`src/rtl/fixed_div_unit_if.sv`:
```
// Operand/result handshake bundle for fixed_div_unit: valid/ready on both the issue and result sides.
interface fixed_div_unit_if #(
  parameter int WIDTH = 64
);
  logic             in_valid;
  logic             in_ready;
  logic [WIDTH-1:0] a_data;
  logic [WIDTH-1:0] b_data;
  logic             out_valid;
  logic             out_ready;
  logic [WIDTH-1:0] out_data;
  logic             div_by_zero;
  logic             overflow;

  modport slave (
    input  in_valid, a_data, b_data, out_ready,
    output in_ready, out_valid, out_data, div_by_zero, overflow
  );

  modport master (
    output in_valid, a_data, b_data, out_ready,
    input  in_ready, out_valid, out_data, div_by_zero, overflow
  );
endinterface

```
`src/rtl/fixed_div_unit.sv`:
```
// Signed fixed-point restoring divider, one quotient bit per cycle; result ITER cycles after accept (b==0: next cycle).
// Result holds in DONE until out_ready; no operands are taken outside IDLE.
module fixed_div_unit #(
  parameter int WIDTH     = 64,
  parameter int FRAC_BITS = 32
) (
  input logic             clk,
  input logic             reset,
  fixed_div_unit_if.slave div_if
);
  localparam int ITER  = WIDTH + FRAC_BITS;
  localparam int CNT_W = $clog2(ITER + 1);

  localparam logic [WIDTH-1:0] SAT_MAX = {1'b0, {(WIDTH-1){1'b1}}};
  localparam logic [WIDTH-1:0] SAT_MIN = {1'b1, {(WIDTH-1){1'b0}}};
  localparam logic [ITER-1:0]  POS_LIM = {{(FRAC_BITS+1){1'b0}}, {(WIDTH-1){1'b1}}};
  localparam logic [ITER-1:0]  NEG_LIM = {{FRAC_BITS{1'b0}}, 1'b1, {(WIDTH-1){1'b0}}};

  typedef enum logic [1:0] {
    IDLE = 2'd0,
    CALC = 2'd1,
    DONE = 2'd2
  } state_e;

  state_e           state_q, state_d;
  logic             qneg_q, qneg_d;
  logic [WIDTH-1:0] bmag_q, bmag_d;
  logic [ITER-1:0]  dvd_q, dvd_d;
  logic [ITER-1:0]  quo_q, quo_d;
  logic [WIDTH-1:0] rem_q, rem_d;
  logic [CNT_W-1:0] cnt_q, cnt_d;
  logic [WIDTH-1:0] res_q, res_d;
  logic             dbz_q, dbz_d;
  logic             ovf_q, ovf_d;

  logic [WIDTH-1:0] amag;
  logic [WIDTH-1:0] bmag_in;
  logic [WIDTH:0]   rem_sh;
  logic             rem_ge;
  logic [ITER-1:0]  quo_nxt;

  assign div_if.in_ready    = (state_q == IDLE);
  assign div_if.out_valid   = (state_q == DONE);
  assign div_if.out_data    = res_q;
  assign div_if.div_by_zero = dbz_q;
  assign div_if.overflow    = ovf_q;

  always_comb begin
    state_d = state_q;
    qneg_d  = qneg_q;
    bmag_d  = bmag_q;
    dvd_d   = dvd_q;
    quo_d   = quo_q;
    rem_d   = rem_q;
    cnt_d   = cnt_q;
    res_d   = res_q;
    dbz_d   = dbz_q;
    ovf_d   = ovf_q;

    // Unsigned WIDTH-bit magnitudes still represent 2^(WIDTH-1) for the most negative operand.
    amag    = div_if.a_data[WIDTH-1] ? -div_if.a_data : div_if.a_data;
    bmag_in = div_if.b_data[WIDTH-1] ? -div_if.b_data : div_if.b_data;

    // Partial remainder stays below |b| <= 2^(WIDTH-1), so one extra bit covers the shift.
    rem_sh  = {rem_q, dvd_q[ITER-1]};
    rem_ge  = (rem_sh >= {1'b0, bmag_q});
    quo_nxt = {quo_q[ITER-2:0], rem_ge};

    case (state_q)
      IDLE: begin
        if (div_if.in_valid) begin
          qneg_d = div_if.a_data[WIDTH-1] ^ div_if.b_data[WIDTH-1];
          bmag_d = bmag_in;
          dvd_d  = {amag, {FRAC_BITS{1'b0}}};
          quo_d  = '0;
          rem_d  = '0;
          if (div_if.b_data == '0) begin
            dbz_d   = 1'b1;
            ovf_d   = 1'b0;
            res_d   = div_if.a_data[WIDTH-1] ? SAT_MIN : SAT_MAX;
            state_d = DONE;
          end else begin
            cnt_d   = CNT_W'(ITER);
            state_d = CALC;
          end
        end
      end

      CALC: begin
        rem_d = WIDTH'(rem_ge ? (rem_sh - {1'b0, bmag_q}) : rem_sh);
        dvd_d = dvd_q << 1;
        quo_d = quo_nxt;
        cnt_d = cnt_q - CNT_W'(1);
        if (cnt_q == CNT_W'(1)) begin
          dbz_d   = 1'b0;
          state_d = DONE;
          if (!qneg_q) begin
            if (quo_nxt > POS_LIM) begin
              res_d = SAT_MAX;
              ovf_d = 1'b1;
            end else begin
              res_d = quo_nxt[WIDTH-1:0];
              ovf_d = 1'b0;
            end
          end else begin
            // Negating a zero magnitude yields plain zero, so -0 never appears.
            if (quo_nxt > NEG_LIM) begin
              res_d = SAT_MIN;
              ovf_d = 1'b1;
            end else begin
              res_d = -quo_nxt[WIDTH-1:0];
              ovf_d = 1'b0;
            end
          end
        end
      end

      DONE: begin
        if (div_if.out_ready) begin
          state_d = IDLE;
        end
      end

      default: begin
        state_d = IDLE;
      end
    endcase
  end

  always_ff @(posedge clk or posedge reset) begin
    if (reset) begin
      state_q <= IDLE;
      qneg_q  <= 1'b0;
      bmag_q  <= '0;
      dvd_q   <= '0;
      quo_q   <= '0;
      rem_q   <= '0;
      cnt_q   <= '0;
      res_q   <= '0;
      dbz_q   <= 1'b0;
      ovf_q   <= 1'b0;
    end else begin
      state_q <= state_d;
      qneg_q  <= qneg_d;
      bmag_q  <= bmag_d;
      dvd_q   <= dvd_d;
      quo_q   <= quo_d;
      rem_q   <= rem_d;
      cnt_q   <= cnt_d;
      res_q   <= res_d;
      dbz_q   <= dbz_d;
      ovf_q   <= ovf_d;
    end
  end
endmodule

```
`src/flat_wrapper.sv`:
```
// flat-port wrapper written by rule: the top's interface ports become plain ports
module fixed_div_unit_flat 
#(
  parameter int WIDTH     = 64,
  parameter int FRAC_BITS = 32
)
  (clk, reset, div_if_in_valid, div_if_a_data, div_if_b_data, div_if_out_ready, div_if_in_ready, div_if_out_valid, div_if_out_data, div_if_div_by_zero, div_if_overflow);
  fixed_div_unit_if #(.WIDTH(WIDTH)) div_if_i ();
  input logic clk;
  input logic reset;
  input wire logic [$bits(div_if_i.in_valid)-1:0] div_if_in_valid;
  input wire logic [$bits(div_if_i.a_data)-1:0] div_if_a_data;
  input wire logic [$bits(div_if_i.b_data)-1:0] div_if_b_data;
  input wire logic [$bits(div_if_i.out_ready)-1:0] div_if_out_ready;
  output wire logic [$bits(div_if_i.in_ready)-1:0] div_if_in_ready;
  output wire logic [$bits(div_if_i.out_valid)-1:0] div_if_out_valid;
  output wire logic [$bits(div_if_i.out_data)-1:0] div_if_out_data;
  output wire logic [$bits(div_if_i.div_by_zero)-1:0] div_if_div_by_zero;
  output wire logic [$bits(div_if_i.overflow)-1:0] div_if_overflow;
  assign div_if_i.in_valid = div_if_in_valid;
  assign div_if_i.a_data = div_if_a_data;
  assign div_if_i.b_data = div_if_b_data;
  assign div_if_i.out_ready = div_if_out_ready;
  assign div_if_in_ready = div_if_i.in_ready;
  assign div_if_out_valid = div_if_i.out_valid;
  assign div_if_out_data = div_if_i.out_data;
  assign div_if_div_by_zero = div_if_i.div_by_zero;
  assign div_if_overflow = div_if_i.overflow;
  fixed_div_unit #(.WIDTH(WIDTH), .FRAC_BITS(FRAC_BITS)) u_core (.clk(clk), .reset(reset), .div_if(div_if_i));
endmodule
```
`config.mk`:
```
export PLATFORM = sky130hd
export DESIGN_NAME = fixed_div_unit_flat
export DESIGN_NICKNAME = d
export VERILOG_FILES = /design/src/rtl/fixed_div_unit_if.sv /design/src/rtl/fixed_div_unit.sv /design/src/flat_wrapper.sv
export SDC_FILE = /design/constraint.sdc
export NUM_CORES = 1
export LEC_CHECK = 0
export CAP_MARGIN = 20
export CORE_UTILIZATION = 50
export DETAILED_ROUTE_END_ITERATION = 6
export PLACE_DENSITY = 0.77
export SLEW_MARGIN = 40
export SYNTH_ARGS = -nofsm -noshare
export SYNTH_HDL_FRONTEND = slang
export SYNTH_SLANG_ARGS = --single-unit
```
`constraint.sdc`:
```
create_clock -name clk -period 27 [get_ports clk]
set_input_delay 2.7 -clock clk [delete_from_list [all_inputs] [get_ports clk]]
set_output_delay 2.7 -clock clk [all_outputs]
set_load 0.01 [all_outputs]
```
==> results of run 1 <==
[how the worst min path moves through the flow]
stage,endpoint,slack (ns),cells past startpoint
global placement,u_core.bmag_q[18],0.46,2
CTS,u_core.bmag_q[52],0.48,2
detailed placement,u_core.bmag_q[52],0.47,2
finish,u_core.bmag_q[52],0.48,2
global route,u_core.bmag_q[52],0.50,2
floorplan,u_core.bmag_q[10],0.45,2
[layout make-up]
type                       count  area [um^2]
inverter                      99        384.1
timing repair buffer         228         2271
clock buffer                  63         1209
sequential                   363         9084
multi-input combinational   2018        12860
clock inverter                 9        132.6
fill                        3946        18590
tap                          600        750.7
[logic make-up after synthesis]
family | Yosys count | synth area share [%]
compound gates | 1025 | 28.71
xor+xnor | 188 | 7.181
fa+ha+maj | 70 | 3.853
buf+inv | 282 | 4.693
flops | 363 | 39.62
mux | 10 | 0.4584
simple gates | 725 | 15.49
[routing by layer]
metal	GRT usage (%)	wire [um]	part of all wire [%]	vias to the layer above
met1	40.83	29830	44	10537
met2	45.36	30950	46	961
li1	-	-	-	10028
met4	9.272	1722	2.5	2
met3	4.856	5435	8.0	130
met5	0	13	0.019	-
[worst max-delay path: stages, from the launching register on]
cell and delay [ns]:
dfrtp_1 0.40, ha_1 0.40, a21o_1 0.21, a2111oi_1 0.64, a221o_1 0.29, a31oi_1 0.06, a21oi_1 0.44, o311a_1 0.33
nor2_2 0.17, inv_2 0.10, ha_1 0.19, or3b_2 0.53, nor4_4 0.33, nand4b_1 0.55, or4_4 0.73, o21ai_2 0.15
buf_4 0.27, nand2_1 0.39, o32ai_1 0.41, a221oi_1 0.14, o41ai_1 0.11, a41o_1 0.15
[cell usage after synthesis, types with 7 or more instances]
| master | instances |
|---|---|
| o21a_1 | 11 |
| or4_1 | 27 |
| o211ai_1 | 21 |
| nor3_1 | 46 |
| xor2_1 | 121 |
| nor2_1 | 150 |
| inv_1 | 98 |
| or3_1 | 23 |
| a22oi_1 | 42 |
| a31oi_1 | 16 |
| a211oi_1 | 8 |
| a22o_1 | 104 |
| and3_1 | 9 |
| clkbuf_1 | 163 |
| or2_2 | 12 |
| o311ai_0 | 7 |
| nand2_1 | 275 |
| o21bai_1 | 9 |
| a32oi_1 | 8 |
| nand4_1 | 31 |
| nor4_1 | 32 |
| buf_2 | 14 |
| o41ai_1 | 26 |
| o21ai_0 | 314 |
| a211o_1 | 8 |
| nand3_1 | 37 |
| o31ai_1 | 49 |
| dfrtp_1 | 363 |
| a221oi_1 | 24 |
| o22ai_1 | 67 |
| a21o_1 | 30 |
| nor2b_1 | 20 |
| a21oi_1 | 216 |
| ha_1 | 69 |
| nand2b_1 | 14 |
| xnor2_1 | 67 |
[state kept, by name, indices dropped and copies added, names as in the netlist]
name and count:
u_core.rem_q 64, u_core.bmag_q 64, u_core.quo_q 95, u_core.state_q 2, u_core.div_if.out_data 64, u_core.cnt_q 7, u_core.qneg_q 1, u_core.div_if.div_by_zero 1
u_core.dvd_q 64, u_core.div_if.overflow 1
[through the flow]
stage	total power [uW]	instances	hold WS [ns]
2_1_floorplan	2495	2663	0.4498
3_3_place_gp	3032	3306	0.4641
3_5_place_dp	3100	3307	0.4700
4_1_cts	3675	3379	0.4827
5_1_grt	4004	3380	0.4955
6_report	3711	3380	0.4798
[power groups by stage]
stage | logic (uW) | registers (uW) | clock network (uW)
after floorplan | 1590 | 906 | 0
after global placement | 2090 | 942 | 0
after detailed placement | 2150 | 952 | 0
after CTS | 2160 | 946 | 566
after global routing | 2440 | 978 | 588
final | 2200 | 952 | 560
==> impl_metrics.ini, run 1 <==
[grt]
grt_pass1_vias = 20632
grt_pass1_wl_um = 110800
grt_usage_pct = 28.97
antenna_found_initial = 1
grt_max_degree = 116
grt_overflow = 0

[critical_path]
endpoint_kind = flip-flop
regToRegStartpoint = u_core.rem_q[13]
criticalPathCategory = reg2reg
crit_arrival_ns = 7.60
required_ns = 27.54
start_kind = flip-flop
reg2regPathDepth = 21
ff2ff_setup_slack_ns = 19.94
r2r_end = u_core.div_if.out_data[9]
cp-startpoint = u_core.rem_q[13]
critPathCapture = u_core.div_if.out_data[9]
cp_max_fo = 15

[power_and_ir_drop]
power.density_nw_per_um2 = 139.0
swShare_pct = 47.83
ir_drop_mv = 0.08052
p_leak_uw = 0.01115
intPower_uw = 1936
combPwrFrac_pct = 59.2
power_frac_seq_pct = 25.7
p_clk_share_pct = 15.1
power.switching_uw = 1775

[floorplanning]
initial_core_util_pct = 50.63
ios = 200
die_w_um = 216.1
die_y_um = 216.1
die_area_um2 = 46720
core_um2 = 45280
num_rows = 78

[logic_synthesis]
synth_seq_cells = 363
postSynthAreaPerCell_um2 = 8.610
async_flop_share_pct = 100.0
yosysUniqueCellTypes = 85
synth_seq_area_share_pct = 39.62
syn_nets = 2865
synth_area_um2 = 22930
yosys.area.top_type = dfrtp_1
synthTopCellsByArea = dfrtp_1 (40%), o21ai_0 (6.9%), a21oi_1 (4.7%)
synth_enable_flop_cells = 0
yosys.area.top_type_share_pct = 39.62
synth_cells = 2663
ys_warn_count = 0
synth_ff_type = dfrtp_1

[detailed_routing]
vias_per_cell = 6.408
first_iter_violations = 2106
vias = 21658
drt_wl_total_um = 67960
drc = 0
ant_nets = 0
firstDrtPassIters = 6
wl_per_cell_um = 20.11

[timing]
slew-limit-headroom_pct = 41.97
period_share_pct = 26.15
final-hold-violation-count = 0
tightest_slew_ns = 0.8485
fin_worst_skew_ns = 0.04443
max_freq_ghz = 0.1416
rsz0062_at_grt = no
setup_tns_ns = 0
layout_min_cycle_time_ns = 7.060
drv_slew = 0
setup_slack_ns = 19.94
setup_violations = 0

[cells_and_area]
final_area_um2 = 26690
final_cell_mix = dfrtp_1 (363), o21ai_0 (314), nand2_1 (270)
area_growth_syn_to_layout_pct = 16.40
nets = 2953
num_antenna_cells = 0
fin_util_pct = 58.94
mostFrequentLayoutCell = dfrtp_1
drive_above_1_share_pct = 5.252

[cts]
cts_resized = 0
cts_hold_buf = 0
ctsLongestPathBuffers = 3
clkTransAtPathRegs_ns = 0.06
cts_setup_buffers = 0
numCtsBuffers = 41
cts_tree = built
cts_sinks = 363
cts_root_buf = clkbuf_16
clk_latency_ns = 0.61
cts_htree_levels = 2

[job]
drv_cap = 0

[placement]
dpl-instance-area_um2 = 25310
io_buffers = 199
hpwl_um = 46250
dp_slack_ns = 19.79
gp_congestion = 0.8971

[worst_hold_path]
hold_path.class = reg2reg
worstHoldStart = u_core.bmag_q[52]

[run_status]
outcome = completed
No activity file was read; power rests on OpenSTA's default activity.
==> inputs of run 2 (changes only) <==
- clock period: 27 -> 6.6 ns (I/O delays scaled with it)
==> run 2 against run 1 <==
Effect of this change: die area unchanged; final cell count increased by 0.30%; sequential share of layout area down 0.065 points; flip-flop and latch count did not move; critical path depth stayed put; power rose to 4.1 times the previous value; clock-buffer cell count up 1; cell area up 0.19%; worst hold slack lost 0.011 ns; clock power rose to 4.1 times the previous value; register-to-register slack worse by 19 ns; global-route usage about the same; critical endpoint is now u_core.div_if.out_data[19]; highest routed layer is now met4.
==> impl_metrics.ini, run 2 (synthesis gave the netlist of run 1 again) <==
[timing]
tightest_slew_ns = 0.8550
slew-limit-headroom_pct = 42.52
layout_min_cycle_time_ns = 6.045
setup_tns_ns = 0
setup_violations = 0
final-hold-violation-count = 0
rsz0062_at_grt = no
max_freq_ghz = 0.1654
period_share_pct = 91.60
drv_slew = 0
fin_worst_skew_ns = 0.03767

[cts]
cts_sinks = 363
cts_tree = built
numCtsBuffers = 42
cts_htree_levels = 2
ctsLongestPathBuffers = 3
cts_hold_buf = 0
cts_root_buf = clkbuf_16
clk_latency_ns = 0.59
cts_resized = 0
clkTransAtPathRegs_ns = 0.06
cts_setup_buffers = 0

[detailed_routing]
firstDrtPassIters = 6
drc = 0
drt_wl_total_um = 68440
first_iter_violations = 2157
vias_per_cell = 6.406
ant_nets = 0
wl_per_cell_um = 20.19
vias = 21715

[power_and_ir_drop]
combPwrFrac_pct = 59.2
p_clk_share_pct = 15.1
power.switching_uw = 7204
ir_drop_mv = 0.3991
swShare_pct = 47.34
power_frac_seq_pct = 25.7
power.density_nw_per_um2 = 569.1
intPower_uw = 8014
p_leak_uw = 0.01120

[floorplanning]
num_rows = 78
die_area_um2 = 46720
ios = 200
initial_core_util_pct = 50.63
core_um2 = 45280
die_w_um = 216.1
die_y_um = 216.1

[cells_and_area]
area_growth_syn_to_layout_pct = 16.63
mostFrequentLayoutCell = dfrtp_1
num_antenna_cells = 0
largest_reg_flops = 95
final_cell_mix = dfrtp_1 (363), o21ai_0 (314), nand2_1 (271)
fin_util_pct = 59.05
drive_above_1_share_pct = 5.269
nets = 2964
top_register = u_core.quo_q
fin_cells = 3390

[critical_path]
required_ns = 7.11
r2r_end = u_core.div_if.out_data[19]
ff2ff_setup_slack_ns = 0.55
cp-startpoint = u_core.bmag_q[1]
criticalPathCategory = reg2reg
endpoint_kind = flip-flop
crit_arrival_ns = 6.55
start_kind = flip-flop
regToRegStartpoint = u_core.bmag_q[1]
cp_max_fo = 8
reg2regPathDepth = 21

[placement]
gp_congestion = 0.9386
hpwl_um = 47230
io_buffers = 199
dp_cells = 3317

[run_status]
outcome = completed

[grt]
antenna_found_initial = 0
grt_overflow = 0
grt_max_degree = 184
grt_pass1_wl_um = 110600
grt_pass1_vias = 20616
grt_usage_pct = 29.01

[worst_hold_path]
hold_path.class = in2async

[job]
drv_cap = 0
## run 2: changes by cell type in the layout (fill, tap and decap cells not counted), sizes merged
cell / before / now
inv: 99 / 97
clkbuf: 63 / 64
bufinv: 1 / 3
clkinvlp: 2 / 1
buf: 31 / 41
## run 2: worst max path at each step
stage	end	slack (ns)	cells past startpoint
final	u_core.div_if.out_data[19]	0.55	21
after global routing	u_core.div_if.out_data[19]	0.23	21
after CTS	u_core.div_if.out_data[19]	0.66	21
after detailed placement	u_core.div_if.out_data[19]	0.67	21
after global placement	u_core.div_if.out_data[19]	0.79	21
after floorplan	u_core.div_if.out_data[55]	0.62	22
## run 2: stage by stage
step	power (uW)	worst slack (ns)	hold slack, ns	instance area (um^2)
after CTS	15090	0.6645	0.4825	26700
after global placement	12490	0.7931	0.4628	25330
after global routing	16370	0.2296	0.4968	26740
after detailed placement	12730	0.6701	0.4707	25360
after floorplan	10210	0.6192	0.4498	22930
final	15220	0.5547	0.4686	26740
## run 2: metal layers
metal / share of wire [%] / global-route usage [%] / vias up / wire (um)
li1: - / - / 10063 / -
met4: 3.4 / 10.33 / 0 / 2325
met1: 44 / 41.28 / 10523 / 30050
met3: 7.9 / 5.179 / 159 / 5439
met2: 45 / 44.24 / 970 / 30630
met5: 0 / 0 / - / 0
## run 2: final cells by class
type / instances / area (um^2)
fill: 3984 / 18540
multi-input combinational: 2018 / 12840
sequential: 363 / 9084
timing repair buffer: 238 / 2360
clock buffer: 64 / 1195
tap: 600 / 750.7
inverter: 99 / 375.4
clock inverter: 8 / 137.6
## run 2: worst max-delay path, cell delays in order, from the launching register on
cell and delay (ns):
dfrtp_1 0.39, inv_1 0.06, ha_1 0.27, nor2b_1 0.15, o31a_1 0.27, o31ai_1 0.52, a31oi_1 0.20, a21oi_1 0.33
o311a_1 0.28, nor2_1 0.21, inv_2 0.11, ha_1 0.17, or3b_2 0.51, nor4_4 0.28, nand4b_1 0.19, or4_4 0.59
o21a_1 0.31, nor2_1 0.51, buf_4 0.26, and4_1 0.20, nand3_1 0.08, o211ai_1 0.09
## run 2: power by group through the flow
stage	clock network [uW]	logic, uW	registers, uW
6_report	2290	9010	3910
2_1_floorplan	0	6500	3710
3_3_place_gp	0	8620	3870
4_1_cts	2330	8880	3880
3_5_place_dp	0	8820	3910
5_1_grt	2420	9950	4010
